<file path="src/rtl/lcd_pkg.sv">
// Shared definitions for the character LCD sequencer: state encoding,
// HD44780 init command bytes and DDRAM line base addresses.
package lcd_pkg;

    typedef enum logic [2:0] {
        ST_PWRUP     = 3'd0,
        ST_INIT_LOAD = 3'd1,
        ST_IDLE      = 3'd2,
        ST_SETUP     = 3'd3,
        ST_EHIGH     = 3'd4,
        ST_HOLD      = 3'd5,
        ST_WAIT      = 3'd6
    } lcd_state_t;

    localparam logic [7:0] LCD_FUNC_SET = 8'h38;  // 8-bit bus, 2 lines, 5x8 font
    localparam logic [7:0] LCD_DISP_ON  = 8'h0C;  // display on, cursor off
    localparam logic [7:0] LCD_ENTRY    = 8'h06;  // increment, no shift
    localparam logic [7:0] LCD_CLEAR    = 8'h01;
    localparam logic [7:0] LCD_HOME     = 8'h02;

    // Set-DDRAM-address commands for the start of each display line.
    localparam logic [7:0] LCD_LINE0_BASE = 8'h80;
    localparam logic [7:0] LCD_LINE1_BASE = 8'hC0;

    localparam int INIT_LEN = 4;

    function automatic logic [7:0] init_rom(input logic [1:0] idx);
        case (idx)
            2'd0:    return LCD_FUNC_SET;
            2'd1:    return LCD_DISP_ON;
            2'd2:    return LCD_ENTRY;
            default: return LCD_CLEAR;
        endcase
    endfunction

    // Clear and home need the long execution wait; everything else is short.
    function automatic logic is_long_cmd(input logic rs, input logic [7:0] data);
        return !rs && ((data == LCD_CLEAR) || (data == LCD_HOME));
    endfunction

endpackage

</file>
<file path="src/rtl/lcd_tick_gen.sv">
// Timing tick generator: one-cycle pulse every TICK_CYCLES clocks.
// 'clear' restarts the count so a freshly entered state sees full ticks.
module lcd_tick_gen #(
    parameter int TICK_CYCLES = 100
) (
    input  logic clk,
    input  logic rst,
    input  logic clear,
    output logic tick
);
    localparam int W = (TICK_CYCLES > 1) ? $clog2(TICK_CYCLES) : 1;
    localparam logic [W-1:0] LAST = W'(TICK_CYCLES - 1);

    logic [W-1:0] cnt;

    // Free-running 0..TICK_CYCLES-1 counter, restarted on clear.
    always_ff @(posedge clk or negedge rst) begin
        if (!rst) begin
            cnt <= '0;
        end else if (clear || (cnt == LAST)) begin
            cnt <= '0;
        end else begin
            cnt <= cnt + W'(1);
        end
    end

    assign tick = (cnt == LAST);

endmodule

</file>
<file path="src/rtl/lcd_ctrl.sv">
// Character LCD port sequencer: runs the power-up init sequence, then
// writes one byte per req/ready handshake with HD44780 E-pulse timing.
//
// state     | meaning
// ----------+-----------------------------------------------------------
// PWRUP     | power-up settle wait before the first init command
// INIT_LOAD | load init command i onto the bus latches (1 cycle)
// IDLE      | init complete, ready for a core write
// SETUP     | rs/data stable, E low, 1 tick
// EHIGH     | E high for E_HIGH_TICKS
// HOLD      | E low, bus held, 1 tick
// WAIT      | LCD execution time (long for clear/home)
module lcd_ctrl
    import lcd_pkg::*;
#(
    parameter int TICK_CYCLES    = 100,
    parameter int POWERUP_TICKS  = 15000,
    parameter int E_HIGH_TICKS   = 1,
    parameter int CMD_WAIT_TICKS = 40,
    parameter int CLR_WAIT_TICKS = 1640
) (
    input  logic       clk,
    input  logic       rst,
    input  logic       req,
    input  logic       req_rs,
    input  logic [7:0] req_data,
    output logic       ready,
    output logic       init_done,
    output logic       lcd_e,
    output logic       lcd_rs,
    output logic       lcd_rw,
    output logic [7:0] lcd_data
);
    localparam int MAX_A     = (POWERUP_TICKS > CLR_WAIT_TICKS) ? POWERUP_TICKS : CLR_WAIT_TICKS;
    localparam int MAX_B     = (CMD_WAIT_TICKS > E_HIGH_TICKS) ? CMD_WAIT_TICKS : E_HIGH_TICKS;
    localparam int MAX_TICKS = (MAX_A > MAX_B) ? MAX_A : MAX_B;
    localparam int CNT_W     = $clog2(MAX_TICKS + 1);

    lcd_state_t       state, state_nxt;
    logic [CNT_W-1:0] wait_cnt;
    logic [CNT_W-1:0] span;
    logic             timed;
    logic             span_done;
    logic             tick;
    logic             state_chg;
    logic [1:0]       init_idx;

    assign state_chg = (state_nxt != state);
    assign lcd_rw    = 1'b0;

    lcd_tick_gen #(
        .TICK_CYCLES (TICK_CYCLES)
    ) u_tick (
        .clk   (clk),
        .rst   (rst),
        .clear (state_chg),
        .tick  (tick)
    );

    // Number of ticks the current state lasts; untimed states never expire.
    always_comb begin
        span  = CNT_W'(1);
        timed = 1'b1;
        case (state)
            ST_PWRUP: span = CNT_W'(POWERUP_TICKS);
            ST_EHIGH: span = CNT_W'(E_HIGH_TICKS);
            ST_WAIT:  span = is_long_cmd(lcd_rs, lcd_data) ? CNT_W'(CLR_WAIT_TICKS)
                                                           : CNT_W'(CMD_WAIT_TICKS);
            ST_SETUP, ST_HOLD: span = CNT_W'(1);
            default:  timed = 1'b0;
        endcase
        span_done = timed && tick && (wait_cnt == span - CNT_W'(1));
    end

    // Next-state decode and state-derived outputs.
    always_comb begin
        state_nxt = state;
        ready     = 1'b0;
        lcd_e     = 1'b0;
        case (state)
            ST_PWRUP: begin
                if (span_done) state_nxt = ST_INIT_LOAD;
            end
            ST_INIT_LOAD: begin
                state_nxt = ST_SETUP;
            end
            ST_IDLE: begin
                ready = init_done;
                if (req && init_done) state_nxt = ST_SETUP;
            end
            ST_SETUP: begin
                if (span_done) state_nxt = ST_EHIGH;
            end
            ST_EHIGH: begin
                lcd_e = 1'b1;
                if (span_done) state_nxt = ST_HOLD;
            end
            ST_HOLD: begin
                if (span_done) state_nxt = ST_WAIT;
            end
            ST_WAIT: begin
                if (span_done) begin
                    if (init_done || (init_idx == 2'(INIT_LEN - 1))) state_nxt = ST_IDLE;
                    else                                              state_nxt = ST_INIT_LOAD;
                end
            end
            default: state_nxt = ST_PWRUP;
        endcase
    end

    // State register.
    always_ff @(posedge clk or negedge rst) begin
        if (!rst) state <= ST_PWRUP;
        else      state <= state_nxt;
    end

    // Tick counter within the current state; frozen while untimed so IDLE cannot wrap.
    always_ff @(posedge clk or negedge rst) begin
        if (!rst) begin
            wait_cnt <= '0;
        end else if (state_chg) begin
            wait_cnt <= '0;
        end else if (timed && tick) begin
            wait_cnt <= wait_cnt + CNT_W'(1);
        end
    end

    // Bus latches load only on the way into SETUP and hold otherwise.
    always_ff @(posedge clk or negedge rst) begin
        if (!rst) begin
            lcd_rs   <= 1'b0;
            lcd_data <= 8'h00;
        end else if (state == ST_INIT_LOAD) begin
            lcd_rs   <= 1'b0;
            lcd_data <= init_rom(init_idx);
        end else if ((state == ST_IDLE) && req && init_done) begin
            lcd_rs   <= req_rs;
            lcd_data <= req_data;
        end
    end

    // Init progress: step through the ROM, flag completion after the last entry.
    always_ff @(posedge clk or negedge rst) begin
        if (!rst) begin
            init_idx  <= 2'd0;
            init_done <= 1'b0;
        end else if ((state == ST_WAIT) && span_done && !init_done) begin
            if (init_idx == 2'(INIT_LEN - 1)) init_done <= 1'b1;
            else                              init_idx  <= init_idx + 2'd1;
        end
    end

endmodule

</file>
<file path="config.mk">
export PLATFORM = sky130hd
export DESIGN_NAME = lcd_ctrl
export DESIGN_NICKNAME = d
export VERILOG_FILES = /design/src/rtl/lcd_pkg.sv /design/src/rtl/lcd_tick_gen.sv /design/src/rtl/lcd_ctrl.sv
export SDC_FILE = /design/constraint.sdc
export NUM_CORES = 1
export LEC_CHECK = 0
export ABC_CLOCK_PERIOD_IN_PS = 3480
export CAP_MARGIN = 20
export CORE_AREA = 2 2 70 72
export CTS_CLUSTER_DIAMETER = 150
export DETAILED_ROUTE_END_ITERATION = 8
export DIE_AREA = 0 0 72 74
export PLACE_DENSITY_LB_ADDON = 0.08
export SKIP_CTS_REPAIR_TIMING = 1
export SYNTH_ARGS = -nofsm -noshare
export SYNTH_HDL_FRONTEND = slang
export SYNTH_SLANG_ARGS = --single-unit
</file>
<file path="constraint.sdc">
create_clock -name clk -period 3.48 [get_ports clk]
set_input_delay 0.696 -clock clk [delete_from_list [all_inputs] [get_ports clk]]
set_output_delay 0.696 -clock clk [all_outputs]
set_load 0.05 [all_outputs]
</file>
==> results.tsv, run 1 <==
metric	value	unit
CTS tree	yes	
vias per inst	5.521	
routed len/inst	15.00	um
RSZ-0062 raised after global routing	no	
synthesis warning total	0	
synth unique cells	41	
Final Hold Viols	0	
Vias	1568	
P per Cell Area	335.3	nW/um^2
vias in the first global route	1632	
Worst-path clk slew	0.08	ns
Congestion Overflow GR	0	
part of the power in registers	52.3	%
drt drc	0	
PortBufs	23	
CTS Buf Count	5	
routed wire length	4260	um
crit-path max FO	17	
root buf cell	clkbuf_8	
Placed Area	2277	um^2
final hold slack	0.4739	ns
fmax	366.6	MHz
GRT Overall Usage	18.19	%
Synth Flop Type	dfrtp_1	
Sw Pwr	0.1573	mW
Sw Ratio	19.67	%
Comb power frac	2.9	%
Die ar.	5328	um^2
latest clock arrival within the worst-skew pair	0.29	ns
Routed Antenna Nets	0	
Static Leak	1.142	nW
async set-reset flop share out of synthesis	100.0	%
Max Transition Viols Final	0	
mapped cell area	2012	um^2
row cnt	25	
Gate Count Post-Synth	207	
post-synthesis sequential area ratio	44.78	%
largest net degree at the start of global routing	37	
routability cong.	0.8756	
io pins	25	
Die Y	74	um
maximum vdd drop	171.8	uV
H-tree depth	2	
worst-margin pin slew	1.004	ns
initial antenna violation count	0	
Slew headroom	32.46	%
hpwl dp	3107	um
Final min period	2.728	ns
setup violators final	0	
DP Worst Slack	0.7650	ns
Max Root-Sink Buffers	2	
Arr. time, crit path	2.03	ns
final instance area	2385	um^2
clock share of power	44.8	%
Critical Path End Type	primary output	
Pint	0.6423	mW
Final Cycle Share	78.39	%
DR pass1 iterations	4	
Sink Count	36	
clock skew	0.008619	ns
net count after synthesis	225	
ANT cells	0	
first-pass GRT wire length	7424	um
Initial Util	43.76	%
FF+latch count, synth	36	
Core Region	4598	um^2
Layout area overhead	18.53	%
share of cells above drive strength 1	9.130	%
Finished Core Util	51.86	%
CP Launch Type	flip-flop	
Critical Path RT	2.78	ns
status	finished, final reports clean	
crit path kind	flip-flop to primary output	
Starting DRT DRC Count	76	
maxcap violations	0	
Hold Path Class	flip-flop to flip-flop	
Final TNS setup	0	ns
Total Nets Final	247	
Syn Area/Cell	9.719	um^2
number of synthesized flops with an enable pin	0	
fin worst setup slack	0.7520	ns
Die Width	72	um
[through the flow]
stage / total power [mW] / cells
after floorplan: 0.4299 / 207
after global placement: 0.4499 / 276
after detailed placement: 0.4506 / 276
after CTS: 0.8121 / 284
after global routing: 0.8370 / 284
final: 0.7997 / 284
[sequential cells by signal, summed over array words and instances (netlist names)]
register    flops
wait_cnt       14
lcd_data        8
u_tick.cnt      7
state           3
init_idx        2
init_done       1
lcd_rs          1
[synth_stat cells, types with 3 or more instances]
cell type	count	area share, %
mux2i_1	12	6.0
o21ai_0	7	1.7
and3_1	7	2.2
nand2_1	10	1.9
ha_1	6	3.7
xor2_1	12	5.2
nor4_1	3	0.93
nor2_1	36	6.7
xnor2_1	10	4.4
nand3_1	7	1.7
clkbuf_1	7	1.3
nand4_1	9	2.8
a21oi_1	6	1.5
inv_1	5	0.93
dfrtp_1	36	45
[path summary, 6_finish.rpt]
| check | end | slack [ns] | cells past startpoint | start |
|---|---|---|---|---|
| worst min register to register | u_tick.cnt[0] | 0.47 | 1 | u_tick.cnt[0] |
| worst max register to register | wait_cnt[4] | 0.76 | 9 | u_tick.cnt[0] |
| max in group asynchronous | wait_cnt[11] | 2.33 | 2 | rst |
| worst min-delay path | u_tick.cnt[0] | 0.47 | 1 | u_tick.cnt[0] |
| min in group asynchronous | wait_cnt[6] | 0.82 | 2 | rst |
| worst max-delay path | ready | 0.75 | 3 | state[0] |
[worst max-delay path, cell delays in order, from the launching register on]
cell	delay, ns
dfrtp_1	0.55
nor2_1	0.20
and3_1	0.19
clkdlybuf4s50_1	0.81
[cell type report]
cell class              instances  area (um^2)
flip-flops and latches         36        900.9
inverters                       5        18.77
clock inverters                 2        35.03
repair buffers                 26        252.7
clock buffers                   6        72.57
multi-input cells             155         1037
well taps                      54        67.56
fillers                       414         2213
[layer usage]
metal | track usage [%] | up-vias | share of wire (%)
met5 | 0 | - | 0
met4 | 8.386 | 0 | 2.0
met3 | 4.336 | 8 | 4.6
met2 | 32.00 | 43 | 51
met1 | 21.16 | 757 | 43
li1 | - | 760 | -
[power groups by stage]
stage	registers (mW)	logic, mW	clock network [mW]
final	0.418	0.0234	0.358
after detailed placement	0.426	0.0244	0
after global routing	0.418	0.0260	0.393
after global placement	0.426	0.0237	0
after CTS	0.418	0.0243	0.370
after floorplan	0.426	0.00352	0
[cell usage in the layout (no fill, tap or decap), drive strengths merged, types with 2 or more instances in the layout]
| cell | Yosys | layout |
|---|---|---|
| a21oi | 6 | 6 |
| a31o | 2 | 2 |
| a31oi | 2 | 2 |
| and2 | 2 | 2 |
| and3 | 7 | 7 |
| buf | 4 | 3 |
| clkbuf | 7 | 6 |
| clkdlybuf4s50 | 0 | 23 |
| dfrtp | 36 | 36 |
| ha | 6 | 6 |
| inv | 5 | 5 |
| mux2i | 12 | 12 |
| nand2 | 10 | 10 |
| nand2b | 2 | 2 |
| nand3 | 9 | 9 |
| nand4 | 9 | 9 |
| nor2 | 36 | 36 |
| nor3 | 2 | 2 |
| nor4 | 4 | 4 |
| o21ai | 7 | 7 |
| or2 | 2 | 2 |
| or3b | 2 | 2 |
| xnor2 | 10 | 10 |
| xor2 | 12 | 12 |
[cell families (layout without fill, tap and decap cells)]
logic type | count (synthesis) | count (layout) | synth area share, %
xor gates and xnor gates | 22 | 22 | 9.577
muxes | 13 | 13 | 6.716
DFF | 36 | 36 | 44.78
adders and majority gates | 6 | 6 | 3.731
other | 1 | 1 | 0.1864
and+or+nand+nor | 92 | 92 | 24.94
buffers and inverters | 16 | 39 | 3.670
AOI/OAI and AO/OA | 21 | 21 | 6.406
Power figures use the tool's default switching activity.
==> run 2: changes to the inputs <==
Settings changed: ABC_CLOCK_PERIOD_IN_PS 3480 to 2300.
Clock period 3.48 ns to 2.3 ns, I/O delays scaled along.
==> results.tsv, run 2 (synthesized netlist as in run 1, its figures left out) <==
metric	value	unit
Core Region	4598	um^2
Critical Path End Type	flip-flop	
final hold slack	0.5645	ns
crit path kind	flip-flop to flip-flop	
share of cells above drive strength 1	20.73	%
DR WL met3	180	um
Biggest register	wait_cnt	
RSZ-0062 raised after global routing	yes	
Layout area overhead	26.93	%
Arr. time, crit path	2.45	ns
DR pass1 iterations	4	
met1 WL	2007	um
Static Leak	1.217	nW
uppermost routed layer	met4	
FILL cells	412	
initial antenna violation count	0	
Critical Path RT	2.48	ns
Die Y	74	um
PortBufs	23	
vias in the first global route	1613	
Final min period	2.263	ns
CP Launch Type	flip-flop	
CTS Buf Count	5	
Die ar.	5328	um^2
largest net degree at the start of global routing	37	
CTS tree	yes	
drt drc	0	
commonest non-fill, non-tap cells in the layout	dfrtp_1 (35), nor2_1 (29), clkdlybuf4s50_1 (21)	
Routed Antenna Nets	0	
Total Nets Final	263	
fmax	441.9	MHz
Sink Count	36	
Final Hold Viols	0	
commonest non-fill, non-tap cell in the layout	dfrtp_1	
latest clock arrival within the worst-skew pair	0.29	ns
Vias	1625	
status	finished, final reports clean	
number of flip-flops under the largest register name	14	
Hold Path Class	flip-flop to flip-flop	
final instance area	2554	um^2
Max Transition Viols Final	0	
Initial Util	43.76	%
maximum vdd drop	334.9	uV
Final TNS setup	0	ns
routed len/inst	15.05	um
Max Root-Sink Buffers	2	
Starting DRT DRC Count	106	
Finished Core Util	55.54	%
Worst-path clk slew	0.07	ns
root buf cell	clkbuf_8	
Slew headroom	65.75	%
routed wire length	4516	um
crit-path max FO	7	
routability cong.	0.7962	
row cnt	25	
WL met2	2260	um
clock skew	0.004794	ns
worst-margin pin slew	0.5121	ns
Die Width	72	um
maxcap violations	0	
vias per inst	5.417	
H-tree depth	2	
Placed Area	2362	um^2
Congestion Overflow GR	0	
ANT cells	0	
first-pass GRT wire length	7541	um
P per Cell Area	446.1	nW/um^2
setup violators final	0	
hpwl dp	3232	um
Top Registers	wait_cnt (14), lcd_data (8), u_tick.cnt (7)	
GRT Overall Usage	18.56	%
Final Cycle Share	98.39	%
io pins	25	
run 2: changes by cell type in the layout (fill, tap and decap cells not counted), moves of 2 or more:
cell	delta
buf_4	+16
nor2_1	-7
nor2_2	+5
buf_6	+2
clkdlybuf4s50_1	-2
nor2_4	+2
run 2: worst paths after layout:
kind                       slack, ns       endpoint           from  cells past startpoint
max                             0.04       state[2]  u_tick.cnt[0]                      8
min                             0.56    init_idx[0]    init_idx[0]                      1
max reg2reg                     0.04       state[2]  u_tick.cnt[0]                      8
min reg2reg                     0.56    init_idx[0]    init_idx[0]                      1
max in group asynchronous       1.38  u_tick.cnt[3]            rst                      2
min in group asynchronous       0.57    wait_cnt[9]            rst                      2
run 2: critical path, cell delays in order, from the launching register on:
cell	delay [ns]
dfrtp_1	0.41
ha_4	0.17
nor4b_4	0.19
nand3_2	0.11
or4b_4	0.50
nor4_4	0.30
buf_4	0.21
o21ai_0	0.07
a21o_1	0.19
run 2: where the power goes:
| part | internal [mW] | leakage, nW | switching [mW] |
|---|---|---|---|
| logic | 0.0177 | 0.701 | 0.0179 |
| registers | 0.633 | 0.466 | 0 |
| clock network | 0.239 | 0.0510 | 0.232 |
run 2: final cells by class:
cell class / count / area, um^2 / area share [%]
clock buffer: 6 / 82.58 / 3.234
inverter: 5 / 18.77 / 0.7349
timing repair buffer: 42 / 375.4 / 14.70
tap: 54 / 67.56 / 2.646
clock inverter: 2 / 10.01 / 0.3920
sequential: 36 / 902.1 / 35.33
multi-input combinational: 155 / 1097 / 42.97
run 2: stage by stage:
| step | setup slack (ns) | power (mW) | std cells |
|---|---|---|---|
| floorplan | 0.002972 | 0.6504 | 207 |
| global placement | 0.09784 | 0.6810 | 288 |
| detailed placement | 0.07395 | 0.6820 | 288 |
| CTS | 0.04781 | 1.153 | 296 |
| global route | -0.1213 | 1.177 | 300 |
| finish | 0.03706 | 1.139 | 300 |
run 2: per-layer routing:
layer | GRT usage [%] | vias up
li1 | - | 785
met1 | 22.18 | 801
met2 | 32.30 | 32
met3 | 4.743 | 7
met4 | 7.338 | 0
met5 | 0 | -
